### src/rtl/alu_cmd_sequencer.sv
// ---------------------------------------------------------------------------
// alu_cmd_sequencer
//   Upstream driver for sequential_alu. Commands {a,b,sel} arrive on a
//   valid/ready port and wait in a small FIFO. They are issued to the ALU
//   inputs one at a time. Each registered ALU result comes back on a
//   valid/ready result port, together with an echo of its command.
//
//   Handshake rule (both ports): a transfer happens on a rising clk edge
//   where valid && ready are both 1. A valid source holds valid and its
//   payload stable until that transfer. ready may depend on state, but never
//   on valid in the same cycle.
//
// Ports
//   clk, reset               clock (rising edge); async active-high reset
//   cmd_valid/cmd_ready      command handshake; cmd_ready == !full
//   cmd_a, cmd_b, cmd_sel    command payload
//   alu_a, alu_b, alu_sel    registered drive into sequential_alu
//   alu_y                    registered result from sequential_alu
//   res_valid/res_ready      result handshake
//   res_y                    captured ALU result
//   res_a, res_b, res_sel    echo of the issued command
//   res_dz                   divide by zero (sel == 011 && b == 0)
//   ops_issued               count of issued commands, wraps at 2^CW
//   fsm_state                debug view of the sequencer state
//                            (0 IDLE, 1 DRIVE, 2 CAPTURE, 3 HOLD)
// ---------------------------------------------------------------------------
module alu_cmd_sequencer #(
   parameter int DEPTH = 4,
   parameter int DW    = 4,
   parameter int CW    = 8
) (
   input  logic          clk,
   input  logic          reset,
   input  logic          cmd_valid,
   output logic          cmd_ready,
   input  logic [DW-1:0] cmd_a,
   input  logic [DW-1:0] cmd_b,
   input  logic [2:0]    cmd_sel,
   output logic [DW-1:0] alu_a,
   output logic [DW-1:0] alu_b,
   output logic [2:0]    alu_sel,
   input  logic [DW-1:0] alu_y,
   output logic          res_valid,
   input  logic          res_ready,
   output logic [DW-1:0] res_y,
   output logic [DW-1:0] res_a,
   output logic [DW-1:0] res_b,
   output logic [2:0]    res_sel,
   output logic          res_dz,
   output logic [CW-1:0] ops_issued,
   output logic [1:0]    fsm_state
);

   localparam int AW = $clog2(DEPTH);
   localparam int EW = 2 * DW + 3;
   localparam logic [AW:0] PTR_ONE = 1;
   localparam logic [CW-1:0] CNT_ONE = 1;

   typedef enum logic [1:0] {
      S_IDLE    = 2'd0,
      S_DRIVE   = 2'd1,
      S_CAPTURE = 2'd2,
      S_HOLD    = 2'd3
   } state_t;

   state_t state, state_nx;

   // ------------------------------------------------------------------------
   // Command FIFO. The pointers carry one extra wrap bit, which tells full
   // apart from empty. cmd_ready comes from the registered pointers only.
   // A pop in the same cycle therefore never frees a slot for a push, so
   // there is no path from res_ready to cmd_ready.
   // ------------------------------------------------------------------------
   logic [EW-1:0] mem [DEPTH];
   logic [AW:0]   wr_ptr, rd_ptr;
   logic          empty, full, push, pop;
   logic [DW-1:0] head_a, head_b;
   logic [2:0]    head_sel;

   assign empty     = (wr_ptr == rd_ptr);
   assign full      = (wr_ptr[AW] != rd_ptr[AW]) &&
                      (wr_ptr[AW-1:0] == rd_ptr[AW-1:0]);
   assign cmd_ready = !full;
   assign push      = cmd_valid && cmd_ready;
   assign {head_a, head_b, head_sel} = mem[rd_ptr[AW-1:0]];

   always_ff @(posedge clk) begin
      if (push) begin
         mem[wr_ptr[AW-1:0]] <= {cmd_a, cmd_b, cmd_sel};
      end
   end

   always_ff @(posedge clk or posedge reset) begin
      if (reset) begin
         wr_ptr <= '0;
         rd_ptr <= '0;
      end else begin
         if (push) wr_ptr <= wr_ptr + PTR_ONE;
         if (pop)  rd_ptr <= rd_ptr + PTR_ONE;
      end
   end

   // ------------------------------------------------------------------------
   // FSM: state register
   // ------------------------------------------------------------------------
   always_ff @(posedge clk or posedge reset) begin
      if (reset) state <= S_IDLE;
      else       state <= state_nx;
   end

   // ------------------------------------------------------------------------
   // FSM: outputs. issue pops the FIFO head onto the ALU inputs. From HOLD,
   // the result must be taken first, so the next command goes out on the
   // same edge as the result handshake.
   // ------------------------------------------------------------------------
   logic issue, res_hs;

   always_comb begin
      issue  = 1'b0;
      res_hs = 1'b0;
      case (state)
         S_IDLE: issue = !empty;
         S_HOLD: begin
            res_hs = res_valid && res_ready;
            issue  = res_hs && !empty;
         end
         default: ;
      endcase
   end

   assign pop       = issue;
   assign fsm_state = state;

   // ------------------------------------------------------------------------
   // FSM: next state
   // ------------------------------------------------------------------------
   always_comb begin
      state_nx = state;
      case (state)
         S_IDLE:    if (issue) state_nx = S_DRIVE;
         S_DRIVE:   state_nx = S_CAPTURE;   // ALU samples alu_* at this edge
         S_CAPTURE: state_nx = S_HOLD;      // alu_y now holds the result
         S_HOLD:    if (res_hs) state_nx = issue ? S_DRIVE : S_IDLE;
         default:   state_nx = S_IDLE;
      endcase
   end

   // ------------------------------------------------------------------------
   // Datapath. alu_* change only on issue edges. Between operations they
   // keep the last command. res_* hold steady for the whole of HOLD.
   // ------------------------------------------------------------------------
   always_ff @(posedge clk or posedge reset) begin
      if (reset) begin
         alu_a      <= '0;
         alu_b      <= '0;
         alu_sel    <= '0;
         res_a      <= '0;
         res_b      <= '0;
         res_sel    <= '0;
         res_y      <= '0;
         res_dz     <= 1'b0;
         res_valid  <= 1'b0;
         ops_issued <= '0;
      end else begin
         if (issue) begin
            alu_a      <= head_a;
            alu_b      <= head_b;
            alu_sel    <= head_sel;
            res_a      <= head_a;
            res_b      <= head_b;
            res_sel    <= head_sel;
            ops_issued <= ops_issued + CNT_ONE;
         end
         if (state == S_CAPTURE) begin
            res_y     <= alu_y;
            res_dz    <= (alu_sel == 3'b011) && (alu_b == '0);
            res_valid <= 1'b1;
         end else if (res_hs) begin
            res_valid <= 1'b0;
         end
      end
   end

endmodule

### config.mk
export PLATFORM = sky130hd
export DESIGN_NAME = alu_cmd_sequencer
export DESIGN_NICKNAME = d
export VERILOG_FILES = /design/src/rtl/alu_cmd_sequencer.sv
export SDC_FILE = /design/constraint.sdc
export NUM_CORES = 1
export LEC_CHECK = 0
export CAP_MARGIN = 20
export CORE_MARGIN = 2
export CORE_UTILIZATION = 45
export DETAILED_ROUTE_END_ITERATION = 12
export HOLD_SLACK_MARGIN = 0.03
export PLACE_DENSITY = 0.74
export SLEW_MARGIN = 20
export SYNTH_ARGS = -nofsm -noshare
export SYNTH_HDL_FRONTEND = slang
export SYNTH_SLANG_ARGS = --single-unit
### constraint.sdc
create_clock -name clk -period 2.3 [get_ports clk]
set_input_delay 0.46 -clock clk [delete_from_list [all_inputs] [get_ports clk]]
set_output_delay 0.46 -clock clk [all_outputs]
set_load 0.05 [all_outputs]
==> results of run 1 <==
[sequential cells by signal, summed over array words and instances, names as in the netlist]
register,flops
mem,44
ops_issued,8
res_a,4
res_b,4
res_y,4
rd_ptr,3
res_sel,3
wr_ptr,3
fsm_state,2
res_dz,1
res_valid,1
[Yosys cell counts (all sizes together), types with 2 or more instances]
| master | instances | share of area |
|---|---|---|
| edfxtp | 44 | 0.41 |
| dfrtp | 33 | 0.25 |
| mux2 | 17 | 0.059 |
| buf | 14 | 0.033 |
| mux4 | 11 | 0.076 |
| xnor2 | 11 | 0.030 |
| ha | 10 | 0.039 |
| inv | 8 | 0.0093 |
| nand2 | 5 | 0.0058 |
| and2 | 4 | 0.0077 |
| nand3 | 4 | 0.0062 |
| nor2 | 4 | 0.0046 |
| xor2 | 4 | 0.011 |
| a21oi | 3 | 0.0046 |
| nand4 | 3 | 0.0058 |
| a31oi | 2 | 0.0039 |
| and3 | 2 | 0.0039 |
| and4 | 2 | 0.0054 |
| clkbuf | 2 | 0.0023 |
| o22ai | 2 | 0.0039 |
[kinds of logic (layout without fill, tap and decap cells)]
logic type | Yosys count | after routing | synth area share
flip-flops | 77 | 77 | 0.662
multiplexers | 28 | 28 | 0.135
AND/OR/NAND/NOR | 27 | 27 | 0.0471
buffers and inverters | 24 | 90 | 0.0444
XOR/XNOR | 15 | 15 | 0.0405
AO/OA/AOI/OAI | 13 | 13 | 0.0320
adder cells (fa/ha/maj) | 10 | 10 | 0.0386
[worst min path at each step]
stage	from	end	slack, ns	cells after the start
5_1_grt	ops_issued[6]	ops_issued[6]	0.53	1
2_1_floorplan	wr_ptr[2]	wr_ptr[2]	0.50	1
3_3_place_gp	ops_issued[7]	ops_issued[7]	0.46	1
4_1_cts	ops_issued[6]	ops_issued[6]	0.51	1
3_5_place_dp	ops_issued[6]	ops_issued[6]	0.49	1
6_report	ops_issued[7]	ops_issued[7]	0.50	1
[layout make-up]
cell class	instances	area share
flip-flops and latches	77	0.525
multi-input cells	93	0.233
repair buffers	66	0.162
clock buffers	12	0.0379
well taps	96	0.0294
inverters	8	0.00734
clock inverters	4	0.00581
[layer usage]
metal  track usage  vias to the layer above  part of all wire
li1              -                      829                 -
met1         0.213                      897              0.45
met2         0.252                       63              0.46
met3        0.0462                        6             0.071
met4        0.0675                        0             0.014
met5             0                        -                 0
[per-stage QoR]
step	hold WS, ns	instance area [sq um]	setup slack, ns
3_5_place_dp	0.491	3910	0.177
6_report	0.501	4090	0.194
2_1_floorplan	0.498	3240	0.0974
5_1_grt	0.531	4090	0.0634
3_3_place_gp	0.464	3910	0.218
4_1_cts	0.507	4090	0.183
==> run_results.csv, run 1 <==
group,metric,value,unit
setup_path,crit_path_end,"ops_issued[3]",
final_layout,final_cell_mix,"clkdlybuf4s50_1, edfxtp_1, dfrtp_1, mux2_2",
sta,timing.fmax,475,MHz
final_layout,register_area,2150,sq um
sta,fin_crit,2.11,ns
global_routing,grt_pass1_vias,1832,
synth,synthCells,194,
final_layout,diodes,0,
setup_path,cp.depth,1,
run_status,status,"completed",
final_layout,fin_nets,284,
cts,insertion_delay,0.34,ns
synth,synthesis.nets,223,
placement,place_congestion,0.708,
synth,synth-main-ff-cell,"edfxtp_1",
cts,numCtsBuffers,9,
sta,worstMarginPinSlew,0.507,ns
setup_path,startpoint,"ops_issued[3]",
floorplanning,core_area,6870,sq um
floorplanning,die_w,88.9,um
min_path,min_path_type,"reg2reg",
setup_path,cp.required,1.84,ns
cts,post_cts_buffers,0,
setup_path,worst-endpoint-arrival,1.65,ns
synth,synth-async-reset-ratio,0.429,
synth,synth_cell_types,32,
global_routing,grt_pass1_wl,9160,um
synth,synth_edf_count,44,
final_layout,fin_util,0.595,
cts,clock-sinks,77,
synth,syn_area,3240,sq um
drt,vias,1795,
global_routing,grt-ovfl-total,0,
sta,rsz0062_at_grt,"no",
global_routing,grt_usage,0.161,
sta,setup_viol,0,
final_layout,area_growth,26.1,%
synth,syn_avg_cell_area,16.7,sq um
sta,post-route-period-util,0.916,
drt,viasPerCell,5.04,
cts,cts_buffer_depth,2,
floorplanning,die_y,88.9,um
floorplanning,dieArea,7900,sq um
final_layout,drive_gt1_frac,0.196,
floorplanning,io_pins,58,
setup_path,path_max_fanout,6,
drt,dr.pass1.iters,6,
drt,wl_per_cell,16.0,um
final_layout,multi_input_area,952,sq um
setup_path,startpoint_type,"flip-flop",
sta,final_hold_viol_count,0,
final_layout,layout_commonest_cell,"clkdlybuf4s50_1",
setup_path,crit_path_end_kind,"output pin",
final_layout,stdcell_count,356,
placement,port_buffers,57,
cts,cts-hold-fix-buffers,0,
global_routing,grt_max_degree,34,
setup_path,cp_slowest_cell,"clkdlybuf4s50_1",
sta,slew_viol_final,0,
setup_path,r2r_setup_slack,0.32,ns
floorplanning,start_util,0.472,
drt,initialDrtViolationCount,89,
setup_path,rr_worst_depth,6,
setup_path,cp_cell_sequence,"clkdlybuf4s50_1",
cts,cts_root_buf,"clkbuf_8",
drt,routed_wl,5710,um
setup_path,reg2reg_to,"rd_ptr[1]",
setup_path,crit_type,"reg2out",
synth,seq_area_frac_synth,0.662,
cts,tritoncts,"done",
floorplanning,std_cell_rows,30,
sta,finalClockSkew,0.00724,ns
drt,antenna_left,0,
final_layout,nFillCells,538,
cts,post_cts_resized,0,
drt,drc,0,
setup_path,crit_path_max_incr_delay,0.84,ns
sta,slew_headroom,0.661,
setup_path,critPathBufInv,1,
placement,dp_hpwl,3670,um
sta,finalSetupTns,0,ns
run,max_cap_violations,0,
cts,cts_max_level,3,
synth,ys_ff_latch,77,
placement,place_inst,340,
cts,clk_pin_slew,0.07,ns
setup_path,crit_family,"buffers and inverters",
global_routing,antenna_found_initial,0,
setup_path,r2r-start,"fsm_state[0]",
synth,yosys_warnings,0,
Power of run 1 is left out: the tool's default activity adds up to more than one toggle a clock period on the data nets, which glitch-free logic cannot reach.
==> run 2: changes to the inputs <==
--- a/config.mk
+++ b/config.mk
@@ -10,7 +10,7 @@
 export CORE_UTILIZATION = 45
 export DETAILED_ROUTE_END_ITERATION = 12
 export HOLD_SLACK_MARGIN = 0.03
-export PLACE_DENSITY = 0.74
+export PLACE_DENSITY_LB_ADDON = 0.05
 export SLEW_MARGIN = 20
 export SYNTH_ARGS = -nofsm -noshare
 export SYNTH_HDL_FRONTEND = slang
==> constraint.sdc (replaced) <==
create_clock -name clk -period 2.3 [get_ports clk]
set_input_delay 0.46 -clock clk [delete_from_list [all_inputs] [get_ports clk]]
set_output_delay 0.46 -clock clk [all_outputs]
set_load 0.02 [all_outputs]
==> run 2 against run 1 <==
Clock skew is essentially flat. Hold slack lost 0.0082 ns. Core utilization grew 0.67 points. Cell area grew 1.1%. Maximum frequency grew 1.4%. Die area is the same. Critical path depth grew 2. Clock-buffer cell count is the same. Critical path type unchanged.
==> run_results.csv, run 2 (synthesis gave the netlist of run 1 again) <==
group,metric,value,unit
sta,setup_viol,0,
drt,vias,1819,
drt,wl_met2,3050,um
floorplanning,dieArea,7900,sq um
drt,drc,0,
min_path,min_path_type,"reg2reg",
pwr,power_switching_share,0.351,
pwr,irDropWorstVdd,0.712,mV
pwr,p_per_area,1470,nW/um^2
run,max_cap_violations,0,
sta,slew_viol_final,0,
sta,finalClockSkew,0.00767,ns
final_layout,diodes,0,
floorplanning,start_util,0.472,
sta,post-route-period-util,0.903,
final_layout,fin_nets,286,
placement,dp_hpwl,3920,um
cts,clk_pin_slew,0.08,ns
pwr,p_seq_frac,0.365,
drt,wl_per_cell,16.2,um
sta,fin_crit,2.08,ns
setup_path,worst-endpoint-arrival,1.62,ns
drt,met3_wirelength,260,um
cts,post_cts_resized,0,
placement,place_congestion,0.720,
drt,viasPerCell,5.08,
floorplanning,core_area,6870,sq um
sta,final_hold_viol_count,0,
global_routing,grt_pass1_vias,1834,
drt,routed_wl,5780,um
cts,cts_root_buf,"clkbuf_8",
final_layout,drive_gt1_frac,0.202,
cts,numCtsBuffers,9,
setup_path,crit_type,"reg2out",
sta,timing.fmax,482,MHz
setup_path,cp.required,1.84,ns
pwr,comb_power_share,0.459,
drt,met1Wirelength,2380,um
final_layout,layout_commonest_cell,"clkdlybuf4s50_1",
min_path,hp-start,"ops_issued[7]",
drt,initialDrtViolationCount,96,
final_layout,stdcell_count,358,
cts,cts_max_level,3,
placement,port_buffers,57,
setup_path,crit_path_end_kind,"output pin",
global_routing,grt_max_degree,34,
setup_path,startpoint,"wr_ptr[2]",
run_status,status,"completed",
global_routing,antenna_found_initial,0,
pwr,p_int,0.00396,W
floorplanning,die_y,88.9,um
setup_path,startpoint_type,"flip-flop",
cts,clock-sinks,77,
final_layout,final_cell_mix,"clkdlybuf4s50_1, edfxtp_1, dfrtp_1, mux2_2",
drt,top_layer_used,"met4",
global_routing,grt-ovfl-total,0,
pwr,switchingPower,0.00214,W
cts,cts_buffer_depth,2,
cts,insertion_delay,0.33,ns
setup_path,path_max_fanout,3,
sta,finalSetupTns,0,ns
cts,cts-hold-fix-buffers,0,
global_routing,grt_usage,0.158,
floorplanning,die_w,88.9,um
global_routing,grt_pass1_wl,8980,um
sta,slew_headroom,0.673,
sta,worstMarginPinSlew,0.478,ns
sta,hold-worst-slack,0.493,ns
cts,tritoncts,"done",
placement,placed_cell_area,3920,sq um
floorplanning,io_pins,58,
setup_path,r2r_setup_slack,0.28,ns
floorplanning,std_cell_rows,30,
placement,place_inst,342,
final_layout,largest_reg_flops,44,
pwr,clkPwrFrac,0.176,
sta,rsz0062_at_grt,"no",
final_layout,area_growth,27.5,%
cts,post_cts_buffers,0,
pwr,p_leak,1.55,nW
drt,antenna_left,0,
setup_path,r2r-start,"fsm_state[0]",
drt,dr.pass1.iters,6,
pwr,finalPower,0.00609,W
final_layout,fin_area,4140,sq um
[run 2: changes by cell type in the layout (fill, tap and decap cells not counted), sizes merged]
| cell | delta |
|---|---|
| bufinv | +1 |
| buf | +1 |
| clkinv | -1 |
| clkdlybuf4s50 | +1 |
[run 2: critical path: stages (launching register included)]
cell	delay (ns)
dfrtp_1	0.42
xor2_1	0.19
nand3_1	0.07
clkdlybuf4s50_1	0.60
[run 2: layer usage]
layer	GRT usage	vias up
met5	0	-
met1	0.180	922
met4	0.0758	0
met3	0.0332	8
li1	-	840
met2	0.283	49
[run 2: final cells by class]
class	instances	area, sq um
Timing Repair Buffer	68	666
Tap cell	96	120
Clock inverter	4	53.8
Clock buffer	12	166
Sequential cell	77	2150
Inverter	8	30.0
Fill cell	519	2730
Multi-Input combinational cell	93	952
[run 2: final timing paths]
kind | endpoint | cells after the start
min in group asynchronous | ops_issued[5] | 3
hold reg to reg | ops_issued[7] | 1
max in group asynchronous | rd_ptr[0] | 3
setup reg to reg | res_b[1] | 6
hold / removal | ops_issued[7] | 1
setup / recovery | cmd_ready | 3
[run 2: through the flow]
| step | utilization | setup slack [ns] |
|---|---|---|
| floorplan | - | 0.328 |
| global placement | 0.570 | 0.221 |
| detailed placement | 0.570 | 0.163 |
| CTS | 0.602 | 0.194 |
| global route | 0.602 | 0.134 |
| finish | 0.602 | 0.224 |
[run 2: power by group through the flow]
stage                     clock (W)  combinational [W]  sequential (W)
after floorplan                   0            0.00161         0.00246
after global placement            0            0.00275         0.00223
after detailed placement          0            0.00283         0.00227
after CTS                   0.00111            0.00284         0.00224
after global routing        0.00117            0.00301         0.00229
final                       0.00107            0.00280         0.00222
No activity file was read; power rests on OpenSTA's default activity.
